### src/rtl/led_pkg.sv
// ---------------------------------------------------------------------------
// led_pkg
//   Shared types and constants for the OrangeCrab LED / button block.
//   - led_mode_e : per-channel drive mode (off, solid, blink, breathe)
//   - LED_OFF    : led_n level that keeps an LED dark (outputs are active-low)
// ---------------------------------------------------------------------------
package led_pkg;

   typedef enum logic [1:0] {
      MODE_OFF     = 2'd0,
      MODE_SOLID   = 2'd1,
      MODE_BLINK   = 2'd2,
      MODE_BREATHE = 2'd3
   } led_mode_e;

   localparam logic LED_OFF = 1'b1;

endpackage

### src/rtl/btn_debounce.sv
// ---------------------------------------------------------------------------
// btn_debounce
//   Two-flop synchroniser plus stability counter for the raw user button.
//   The debounced level only follows the synchronised input after it has
//   disagreed for DEBOUNCE_CYCLES consecutive cycles; any bounce restarts.
//
//   clk48       in   system clock
//   rst_n       in   synchronous reset, active-low
//   usr_btn     in   raw button, low = pressed, asynchronous
//   btn_pressed out  debounced level, high = pressed
// ---------------------------------------------------------------------------
module btn_debounce #(
   parameter int DEBOUNCE_CYCLES = 480000
) (
   input  logic clk48,
   input  logic rst_n,
   input  logic usr_btn,
   output logic btn_pressed
);

   localparam int DW = (DEBOUNCE_CYCLES > 1) ? $clog2(DEBOUNCE_CYCLES) : 1;
   localparam logic [DW-1:0] CNT_LAST = DW'(DEBOUNCE_CYCLES - 1);

   logic [1:0]    sync_q;
   logic          sync_pressed;
   logic [DW-1:0] cnt;
   logic          pressed_q;

   // Synchroniser resets to "released" so a reset never fakes a press.
   assign sync_pressed = ~sync_q[1];
   assign btn_pressed  = pressed_q;

   always_ff @(posedge clk48) begin
      if (!rst_n) begin
         sync_q    <= 2'b11;
         cnt       <= '0;
         pressed_q <= 1'b0;
      end else begin
         sync_q <= {sync_q[0], usr_btn};
         if (sync_pressed != pressed_q) begin
            if (cnt == CNT_LAST) begin
               pressed_q <= sync_pressed;
               cnt       <= '0;
            end else begin
               cnt <= cnt + DW'(1);
            end
         end else begin
            cnt <= '0;
         end
      end
   end

endmodule

### src/rtl/rgb_pwm_ctrl.sv
// ---------------------------------------------------------------------------
// rgb_pwm_ctrl
//   Multi-channel PWM LED driver with per-channel off/solid/blink/breathe
//   modes, a single-slot config port applied at PWM period boundaries, and a
//   debounced user button that raises a sticky bootloader request after a
//   long press.
//
//   Build option: define LED_GAMMA_EN for square-law duty correction
//   (one extra register stage, led_n latency 2 instead of 1).
//
//   clk48       in   48 MHz system clock
//   rst_n       in   synchronous reset, active-low
//   cfg_valid   in   config request
//   cfg_ready   out  config accepted when cfg_valid && cfg_ready
//   cfg_chan    in   target channel; out-of-range channels are swallowed
//   cfg_mode    in   led_mode_e encoding
//   cfg_level   in   brightness
//   led_n       out  LED drive, active-low
//   usr_btn     in   raw button, low = pressed, asynchronous
//   btn_pressed out  debounced button, high = pressed
//   boot_req_n  out  sticky bootloader request, active-low
// ---------------------------------------------------------------------------
module rgb_pwm_ctrl
   import led_pkg::*;
#(
   parameter int CHANNELS        = 3,
   parameter int PWM_BITS        = 8,
   parameter int STEP_CYCLES     = 187500,
   parameter int DEBOUNCE_CYCLES = 480000,
   parameter int LONGPRESS_STEPS = 256
) (
   input  logic                                               clk48,
   input  logic                                               rst_n,
   input  logic                                               cfg_valid,
   output logic                                               cfg_ready,
   input  logic [((CHANNELS > 1) ? $clog2(CHANNELS) : 1)-1:0] cfg_chan,
   input  logic [1:0]                                         cfg_mode,
   input  logic [PWM_BITS-1:0]                                cfg_level,
   output logic [CHANNELS-1:0]                                led_n,
   input  logic                                               usr_btn,
   output logic                                               btn_pressed,
   output logic                                               boot_req_n
);

   localparam int CW = (CHANNELS > 1) ? $clog2(CHANNELS) : 1;
   localparam int SW = (STEP_CYCLES > 1) ? $clog2(STEP_CYCLES) : 1;
   localparam int HW = $clog2(LONGPRESS_STEPS + 1);
   localparam logic [PWM_BITS-1:0] PWM_MAX   = '1;
   localparam logic [SW-1:0]       STEP_LAST = SW'(STEP_CYCLES - 1);
   localparam logic [HW-1:0]       HOLD_MAX  = HW'(LONGPRESS_STEPS);

   typedef struct packed {
      logic [CW-1:0]       chan;
      led_mode_e           mode;
      logic [PWM_BITS-1:0] level;
   } cfg_req_t;

   // ---------------- timebase: PWM counter, step tick, triangle ramp
   logic [PWM_BITS-1:0] pwm_cnt;
   logic [SW-1:0]       step_cnt;
   logic                step_tick;
   logic [PWM_BITS-1:0] ramp;
   logic                dir;

   assign step_tick = (step_cnt == STEP_LAST);

   always_ff @(posedge clk48) begin
      if (!rst_n) begin
         pwm_cnt  <= '0;
         step_cnt <= '0;
         ramp     <= '0;
         dir      <= 1'b0;
      end else begin
         pwm_cnt  <= pwm_cnt + PWM_BITS'(1);
         step_cnt <= step_tick ? '0 : step_cnt + SW'(1);
         // At either end the ramp dwells for one tick while dir flips.
         if (step_tick) begin
            if (!dir) begin
               if (ramp == PWM_MAX) dir  <= 1'b1;
               else                 ramp <= ramp + PWM_BITS'(1);
            end else begin
               if (ramp == '0)      dir  <= 1'b0;
               else                 ramp <= ramp - PWM_BITS'(1);
            end
         end
      end
   end

   // ---------------- config port: one pending slot, applied on wrap
   cfg_req_t                          pend;
   logic                              pend_vld;
   logic                              pend_vld_nxt;
   logic                              cfg_ready_q;
   logic                              cfg_fire;
   logic                              boundary;
   logic [CHANNELS-1:0][1:0]          mode_q;
   logic [CHANNELS-1:0][PWM_BITS-1:0] level_q;

   assign cfg_ready = cfg_ready_q;
   assign cfg_fire  = cfg_valid && cfg_ready_q;
   assign boundary  = (pwm_cnt == PWM_MAX);

   // A request taken on the boundary cycle cannot also be applied on it:
   // ready implies the slot was empty, so it waits a full period.
   always_comb begin
      pend_vld_nxt = pend_vld;
      if (cfg_fire)      pend_vld_nxt = 1'b1;
      else if (boundary) pend_vld_nxt = 1'b0;
   end

   always_ff @(posedge clk48) begin
      if (!rst_n) begin
         pend        <= '0;
         pend_vld    <= 1'b0;
         cfg_ready_q <= 1'b0;
         mode_q      <= '0;
         level_q     <= '0;
      end else begin
         pend_vld    <= pend_vld_nxt;
         cfg_ready_q <= ~pend_vld_nxt;
         if (cfg_fire) begin
            pend.chan  <= cfg_chan;
            pend.mode  <= led_mode_e'(cfg_mode);
            pend.level <= cfg_level;
         end
         if (boundary && pend_vld) begin
            for (int i = 0; i < CHANNELS; i++) begin
               if (pend.chan == CW'(i)) begin
                  mode_q[i]  <= pend.mode;
                  level_q[i] <= pend.level;
               end
            end
         end
      end
   end

   // ---------------- per-channel duty
   logic [CHANNELS-1:0][PWM_BITS-1:0] duty;

   for (genvar i = 0; i < CHANNELS; i++) begin : g_ch
      logic [PWM_BITS-1:0] breathe;
      logic [PWM_BITS-1:0] duty_c;

      // Keep the top half of the full-width product (truncate, no rounding).
      assign breathe = PWM_BITS'(({{PWM_BITS{1'b0}}, ramp} *
                                  {{PWM_BITS{1'b0}}, level_q[i]}) >> PWM_BITS);

      always_comb begin
         duty_c = '0;
         unique case (led_mode_e'(mode_q[i]))
            MODE_OFF:     duty_c = '0;
            MODE_SOLID:   duty_c = level_q[i];
            MODE_BLINK:   duty_c = dir ? '0 : level_q[i];
            MODE_BREATHE: duty_c = breathe;
            default:      duty_c = '0;
         endcase
      end

      assign duty[i] = duty_c;
   end

   // ---------------- optional gamma stage, then comparator
   logic [PWM_BITS-1:0]               cmp_cnt;
   logic [CHANNELS-1:0][PWM_BITS-1:0] cmp_duty;

`ifdef LED_GAMMA_EN
   logic [CHANNELS-1:0][PWM_BITS-1:0] duty_sq;
   logic [CHANNELS-1:0][PWM_BITS-1:0] duty_q;
   logic [PWM_BITS-1:0]               pwm_q;

   for (genvar i = 0; i < CHANNELS; i++) begin : g_gamma
      assign duty_sq[i] = PWM_BITS'(({{PWM_BITS{1'b0}}, duty[i]} *
                                     {{PWM_BITS{1'b0}}, duty[i]}) >> PWM_BITS);
   end

   // pwm_cnt is delayed alongside duty so both reach the comparator together.
   always_ff @(posedge clk48) begin
      if (!rst_n) begin
         duty_q <= '0;
         pwm_q  <= '0;
      end else begin
         duty_q <= duty_sq;
         pwm_q  <= pwm_cnt;
      end
   end

   assign cmp_cnt  = pwm_q;
   assign cmp_duty = duty_q;
`else
   assign cmp_cnt  = pwm_cnt;
   assign cmp_duty = duty;
`endif

   logic [CHANNELS-1:0] lit;
   logic [CHANNELS-1:0] led_q;

   for (genvar i = 0; i < CHANNELS; i++) begin : g_cmp
      assign lit[i] = (cmp_cnt < cmp_duty[i]);
   end

   always_ff @(posedge clk48) begin
      if (!rst_n) led_q <= {CHANNELS{LED_OFF}};
      else        led_q <= ~lit;
   end

   assign led_n = led_q;

   // ---------------- button, long-press hold counter, bootloader request
   logic [HW-1:0] hold_cnt;
   logic          boot_q;

   btn_debounce #(
      .DEBOUNCE_CYCLES (DEBOUNCE_CYCLES)
   ) u_btn (
      .clk48       (clk48),
      .rst_n       (rst_n),
      .usr_btn     (usr_btn),
      .btn_pressed (btn_pressed)
   );

   always_ff @(posedge clk48) begin
      if (!rst_n) begin
         hold_cnt <= '0;
         boot_q   <= 1'b1;
      end else begin
         if (!btn_pressed)
            hold_cnt <= '0;
         else if (step_tick && hold_cnt != HOLD_MAX)
            hold_cnt <= hold_cnt + HW'(1);
         // Sticky: only reset can raise it again.
         if (hold_cnt == HOLD_MAX) boot_q <= 1'b0;
      end
   end

   assign boot_req_n = boot_q;

endmodule

### config.mk
export PLATFORM = sky130hd
export DESIGN_NAME = rgb_pwm_ctrl
export DESIGN_NICKNAME = d
export VERILOG_FILES = /design/src/rtl/led_pkg.sv /design/src/rtl/btn_debounce.sv /design/src/rtl/rgb_pwm_ctrl.sv
export SDC_FILE = /design/constraint.sdc
export NUM_CORES = 1
export LEC_CHECK = 0
export ABC_AREA = 1
export BUFFER_PORTS_ARGS = -buffer_cell sky130_fd_sc_hd__buf_2
export CORE_ASPECT_RATIO = 0.9
export CORE_MARGIN = 1.5
export CORE_UTILIZATION = 47
export CTS_CLUSTER_DIAMETER = 50
export DETAILED_ROUTE_END_ITERATION = 8
export PLACE_DENSITY = 0.65
export SYNTH_ARGS = -nofsm -noshare
export SYNTH_HDL_FRONTEND = slang
export SYNTH_SLANG_ARGS = --single-unit
### constraint.sdc
create_clock -name clk48 -period 5.25 [get_ports clk48]
set_clock_uncertainty 0.15 [all_clocks]
set_input_delay 0.525 -clock clk48 [delete_from_list [all_inputs] [get_ports clk48]]
set_output_delay 0.525 -clock clk48 [all_outputs]
set_load 0.01 [all_outputs]
==> results.sh, run 1 <==
export IMPL_regToRegStartpoint="ramp[2]"
export IMPL_startpoint="ramp[2]"
export IMPL_final_nets=2065
export IMPL_worst_ep_arrival_time_ns=5.17
export IMPL_grt_overflow_total=0
export IMPL_start_util_pct=47.8
export IMPL_pwr_share_clk_pct=54.5
export IMPL_status="complete, no violations"
export IMPL_die_h_um=158
export IMPL_critPathLaunchType="flip-flop"
export IMPL_ys_seq_elements=114
export IMPL_wirelength_um=30700
export IMPL_syn_num_nets=2032
export IMPL_nFillCells=2501
export IMPL_htree_num_levels=4
export IMPL_min_period_over_period_pct=95.7
export IMPL_netlist_area_leader_share_pct=18.3
export IMPL_io_buffers=21
export IMPL_clk_pin_slew_ns=0.05
export IMPL_tns_ns=0
export IMPL_antenna_left=0
export IMPL_drt_pass1_iterations=5
export IMPL_p_int_w=0.00163
export IMPL_core_area_um2=26100
export IMPL_endpoint="led_n[2]"
export IMPL_syn_to_final_growth_pct=13.5
export IMPL_postSynthCellCount=1779
export IMPL_grt_pass1_vias=10400
export IMPL_r2r_worst_path_cells=22
export IMPL_max_freq_mhz=199
export IMPL_p_per_area_nw_per_um2=151
export IMPL_root_buffer="clkbuf_16"
export IMPL_postCtsHoldBufs=0
export IMPL_comb_power_share_pct=3.8
export IMPL_clock_latency_ns=0.42
export IMPL_maxCapViolations=0
export IMPL_tritoncts="done"
export IMPL_grt_first_pass_wirelength_um=50900
export IMPL_seq_area_frac_synth_pct=18.3
export IMPL_grt_max_degree=62
export IMPL_dp_hpwl_um=23700
export IMPL_finalMaxSlewViolations=0
export IMPL_place_congestion=0.893
export IMPL_multi_input_area_um2=8590
export IMPL_yosys_area_top_type="dfxtp_1"
export IMPL_wl_per_cell_um=14.1
export IMPL_endpoint_kind="flip-flop"
export IMPL_seq_area_um2=2320
export IMPL_synth_area_leaders="dfxtp_1, fa_1, ha_1"
export IMPL_diodes=0
export IMPL_num_vias=10900
export IMPL_setup_viol=0
export IMPL_synthDistinctLibCells=50
export IMPL_rows=56
export IMPL_initialDrtViolationCount=768
export IMPL_min_path_cells=2
export IMPL_p_switching_w=0.000506
export IMPL_critPathMaxFanout=7
export IMPL_path_class="flip-flop to flip-flop"
export IMPL_layout_drive_gt1_share_pct=13.9
export IMPL_die_width_um=175
export IMPL_cts_sinks=114
export IMPL_crit_required_ns=5.40
export IMPL_finalHoldViolations=0
export IMPL_hold_path_class="input port to flip-flop"
export IMPL_vias_per_cell=4.99
export IMPL_die_area_um2=27500
export IMPL_syn_area_um2=12500
export IMPL_sequentialPowerShare_pct=41.7
export IMPL_p_leak_nw=7.95
export IMPL_r2r_end="led_n[2]"
export IMPL_relSlewSlack_pct=25.3
export IMPL_peakVddDrop_v=0.000254
export IMPL_clk_path_buf_depth=2
export IMPL_p_sw_share_pct=23.7
export IMPL_antenna_found_initial=0
export IMPL_route_detailed_drc=0
export IMPL_yosysWarnings=0
export IMPL_worstHoldStart="usr_btn"
export IMPL_period_needed_ns=5.02
export IMPL_cts_buffers=17
export IMPL_ios=22
export IMPL_fin_hold_ws_ns=0.154
export IMPL_syn_avg_cell_area_um2=7.01
export IMPL_grt_usage_pct=23.1
export IMPL_reg2reg_slack_ns=0.23
export IMPL_worst_pin_slew_ns=1.12
critical path, stage by stage (launching register included):
cell	delay, ns
dfxtp_4	0.37
buf_4	0.15
nand2_1	0.06
inv_1	0.05
fa_1	0.55
fa_1	0.44
fa_1	0.54
inv_1	0.05
fa_1	0.53
inv_1	0.06
ha_4	0.30
nand2_1	0.07
o21ai_1	0.18
nand2_1	0.07
o211a_1	0.12
nand3_1	0.08
nand2_1	0.07
o21a_1	0.17
ha_1	0.32
nand2_2	0.09
nor2_1	0.05
a2111oi_2	0.36
nand2_1	0.08
cell families after synthesis:
kind of cell               Yosys count  synth area share [%]
adders and majority gates          237                  30.2
and+or+nand+nor                    656                  23.1
DFF                                114                  18.3
xor gates and xnor gates            26                  1.83
AOI/OAI and AO/OA                  248                  11.2
buffers and inverters              498                  15.4
state kept, by name, indices dropped and copies added (netlist names):
name,cells
step_cnt,18
u_btn.cnt,19
pend_vld,1
hold_cnt,9
level_q,24
ramp,8
led_n,3
dir,1
pend,12
cmp_cnt,8
cfg_ready,1
u_btn.sync_q,2
u_btn.btn_pressed,1
mode_q,6
boot_req_n,1
cell type report:
cell class	instances	share of cell area [%]
clock buffers	21	3.25
multi-input cells	1167	60.6
inverters	430	11.4
clock inverters	11	0.901
repair buffers	82	4.35
flip-flops and latches	114	16.4
well taps	348	3.08
how the worst min path moves through the flow:
stage                           end  slack [ns]
global placement    u_btn.sync_q[1]        0.24
detailed placement  u_btn.sync_q[1]        0.26
CTS                 u_btn.sync_q[0]        0.15
finish              u_btn.sync_q[0]        0.15
floorplan           u_btn.sync_q[1]        0.24
global route        u_btn.sync_q[0]        0.15
metal layers:
metal | track usage, % | share of wire (%) | up-vias | wire (µm)
met5 | 0 | 0 | - | 0
met4 | 6.88 | 2.4 | 0 | 726
met3 | 4.08 | 5.6 | 46 | 1720
met2 | 37.2 | 44 | 245 | 13600
met1 | 31.8 | 48 | 5060 | 14600
li1 | - | - | 5499 | -
power by group through the flow:
stage               Combinational, W  Sequential [W]  Clock [W]
floorplan                  0.0000495        0.000907          0
global placement           0.0000777        0.000912          0
detailed placement         0.0000795        0.000912          0
CTS                        0.0000797        0.000893    0.00117
global route               0.0000909        0.000891    0.00122
finish                     0.0000812        0.000890    0.00116
cells in the final DEF, fill, tap and decap left out, types with 4 or more instances in the layout:
cell type | synthesis | final
inv_1 | 425 | 423
nand2_1 | 415 | 405
ha_1 | 131 | 118
fa_1 | 106 | 102
a21oi_1 | 113 | 98
dfxtp_1 | 114 | 96
nor2_1 | 97 | 94
o21ai_0 | 62 | 58
buf_4 | 2 | 54
nand3_1 | 50 | 50
a21oi_2 | 20 | 32
o21ai_1 | 24 | 28
buf_2 | 17 | 21
nor3_1 | 21 | 20
nand2_2 | 8 | 18
nand4_1 | 18 | 18
clkbuf_16 | 0 | 17
xor2_1 | 16 | 16
ha_4 | 0 | 12
dfxtp_2 | 0 | 12
or2_2 | 10 | 10
xnor2_1 | 10 | 10
inv_2 | 5 | 7
o21a_1 | 6 | 6
nor4_1 | 7 | 6
dfxtp_4 | 0 | 6
nor2_2 | 2 | 5
a21o_1 | 4 | 4
nor3_2 | 3 | 4
nor3b_2 | 3 | 4
nor3_4 | 4 | 4
fa_2 | 0 | 4
buf_6 | 3 | 4
through the flow:
stage / instance area [µm²] / worst slack, ns / util [%] / total power (W) / cells
after floorplan: 12500 / 0.103 / - / 0.000957 / 1779
after global placement: 13100 / 0.0621 / 50.4 / 0.000990 / 2131
after detailed placement: 13100 / -0.0828 / 50.4 / 0.000991 / 2131
after CTS: 13700 / 0.0141 / 52.6 / 0.00215 / 2163
after global routing: 14200 / -0.0356 / 54.3 / 0.00220 / 2173
final: 14200 / 0.225 / 54.3 / 0.00213 / 2173
cell usage after synthesis (all sizes together):
library cell / instances
o211ai: 2
fa: 106
o21bai: 3
a31o: 2
nor4: 11
or2: 11
nand4: 18
nor3b: 5
buf: 22
o211a: 1
clkbuf: 46
a21oi: 133
xnor2: 10
and3: 2
nor3: 28
ha: 131
xor2: 16
nand3b: 2
dfxtp: 114
o31ai: 1
inv: 430
nand2: 423
o221ai: 1
and2: 1
a21boi: 1
nand3: 53
a22oi: 1
a31oi: 1
o21a: 6
a2111oi: 2
a211oi: 4
o21ai: 86
nor2: 102
a21o: 4
what timing repair did:
item,CTS,global route
endpoints found under the setup margin,3,3
pin swaps,0,39
gates resized for setup,3,91
setup buffers,0,10
Note: power is estimated with default switching activity, not from simulation.
==> run 2: changes to the inputs <==
Settings changed: PLACE_DENSITY 0.65 to 0.62.
Clock period 5.25 ns to 6.1 ns, I/O delays scaled along.
==> results.sh, run 2 (synthesis gave the netlist of run 1 again) <==
export IMPL_final_common_cell="inv_1"
export IMPL_cts_resized=0
export IMPL_maxCapViolations=0
export IMPL_peakVddDrop_v=0.000215
export IMPL_clk_path_buf_depth=2
export IMPL_die_h_um=158
export IMPL_grt_overflow_total=0
export IMPL_worstHoldStart="usr_btn"
export IMPL_regToRegStartpoint="ramp[2]"
export IMPL_place_congestion=0.866
export IMPL_final_util_pct=51.6
export IMPL_p_total_w=0.00189
export IMPL_layout_drive_gt1_share_pct=7.65
export IMPL_grt_first_pass_wirelength_um=49800
export IMPL_grt_pass1_vias=10100
export IMPL_endpoint_kind="flip-flop"
export IMPL_r2r_end="led_n[0]"
export IMPL_rows=56
export IMPL_grt_max_degree=62
export IMPL_num_vias=10500
export IMPL_period_needed_ns=5.70
export IMPL_p_per_area_nw_per_um2=141
export IMPL_grt_usage_pct=22.7
export IMPL_hold_path_class="input port to flip-flop"
export IMPL_cts_sinks=114
export IMPL_stdcell_area_um2=13400
export IMPL_syn_to_final_growth_pct=7.78
export IMPL_postCtsHoldBufs=0
export IMPL_status="complete, no violations"
export IMPL_tritoncts="done"
export IMPL_ios=22
export IMPL_largest_register="level_q"
export IMPL_holdPathEnd="u_btn.sync_q[0]"
export IMPL_r2r_worst_path_cells=21
export IMPL_htree_num_levels=4
export IMPL_p_leak_nw=7.73
export IMPL_relSlewSlack_pct=32.5
export IMPL_finalHoldViolations=0
export IMPL_die_width_um=175
export IMPL_io_buffers=21
export IMPL_clk_pin_slew_ns=0.06
export IMPL_reg2reg_slack_ns=0.40
export IMPL_setup_viol=0
export IMPL_path_class="flip-flop to flip-flop"
export IMPL_worst_ep_arrival_time_ns=5.86
export IMPL_diodes=0
export IMPL_start_util_pct=47.8
export IMPL_wl_per_cell_um=13.9
export IMPL_min_period_over_period_pct=93.4
export IMPL_finalMaxSlewViolations=0
export IMPL_wirelength_um=29500
export IMPL_final_cell_mix="inv_1, nand2_1, ha_1"
export IMPL_tns_ns=0
export IMPL_final_nets=2019
export IMPL_vias_per_cell=4.96
export IMPL_crit_required_ns=6.26
export IMPL_route_detailed_drc=0
export IMPL_min_path_cells=2
export IMPL_drt_pass1_iterations=5
export IMPL_antenna_left=0
export IMPL_critPathMaxFanout=16
export IMPL_largestRegisters="level_q: 24 flops, u_btn.cnt: 19 flops, step_cnt: 18 flops"
export IMPL_dp_hpwl_um=22600
export IMPL_initialDrtViolationCount=760
export IMPL_cts_buffers=17
export IMPL_largest_register_ffs=24
export IMPL_max_freq_mhz=176
export IMPL_die_area_um2=27500
export IMPL_worst_pin_slew_ns=1.01
export IMPL_root_buffer="clkbuf_16"
export IMPL_grt_setup_unrepaired="no"
export IMPL_core_area_um2=26100
export IMPL_cts_setup_buffers=0
export IMPL_clock_latency_ns=0.42
export IMPL_antenna_found_initial=0
export IMPL_critPathLaunchType="flip-flop"
export IMPL_place_area_um2=12800
-- run 2: cell types whose count changed in the layout (fill, tap and decap cells not counted), moves of 13 or more --
cell and change:
ha_1 +13, dfxtp_1 +18, buf_4 -39, a21oi_1 +15
-- run 2: layout make-up --
type | count | area [µm²]
tap | 348 | 435
clock buffer | 18 | 439
timing repair buffer | 36 | 218
fill | 2598 | 12600
inverter | 430 | 1610
clock inverter | 13 | 184
sequential | 114 | 2280
multi-input combinational | 1167 | 8270
-- run 2: through the flow --
stage | hold slack (ns) | setup slack [ns] | std cells
floorplan | 0.243 | 0.953 | 1779
global placement | 0.246 | 0.530 | 2095
detailed placement | 0.252 | 0.462 | 2095
CTS | 0.229 | 0.448 | 2126
global route | 0.227 | 0.00333 | 2126
finish | 0.240 | 0.404 | 2126
-- run 2: metal layers --
layer	track usage [%]	up-vias	wire length, µm
li1	-	5412	-
met1	32.1	4901	14800
met2	36.2	193	12900
met3	3.31	29	1250
met4	6.15	0	524
met5	0	-	0
-- run 2: power breakdown --
| part | switching (W) | leakage (nW) | internal, W |
|---|---|---|---|
| Sequential | 0.00000968 | 0.923 | 0.000758 |
| Clock | 0.000364 | 0.299 | 0.000691 |
| Combinational | 0.0000465 | 6.51 | 0.0000213 |
| Total | 0.000421 | 7.73 | 0.00147 |
-- run 2: worst max path at each step --
stage / startpoint / to / slack [ns] / cells past startpoint
after global placement: ramp[2] / led_n[0] / 0.53 / 21
after global routing: ramp[2] / led_n[0] / 0.003 / 21
final: ramp[2] / led_n[0] / 0.40 / 21
after floorplan: ramp[1] / led_n[0] / 0.95 / 30
after detailed placement: ramp[2] / led_n[0] / 0.46 / 21
after CTS: ramp[2] / led_n[0] / 0.45 / 21
-- run 2: critical path, cell delays in order, from the launching register on --
cell and delay [ns]:
dfxtp_1 0.81, buf_4 0.34, nand2_1 0.07, inv_1 0.10
fa_1 0.45, fa_1 0.53, fa_1 0.55, inv_1 0.05
fa_1 0.52, inv_1 0.04, ha_1 0.33, a21oi_1 0.19
o21ai_0 0.11, a21oi_1 0.20, a21oi_1 0.09, nor2_1 0.16
nor2_1 0.06, ha_1 0.31, a211oi_1 0.21, nand2_1 0.07
a31oi_1 0.16, nand2_1 0.07
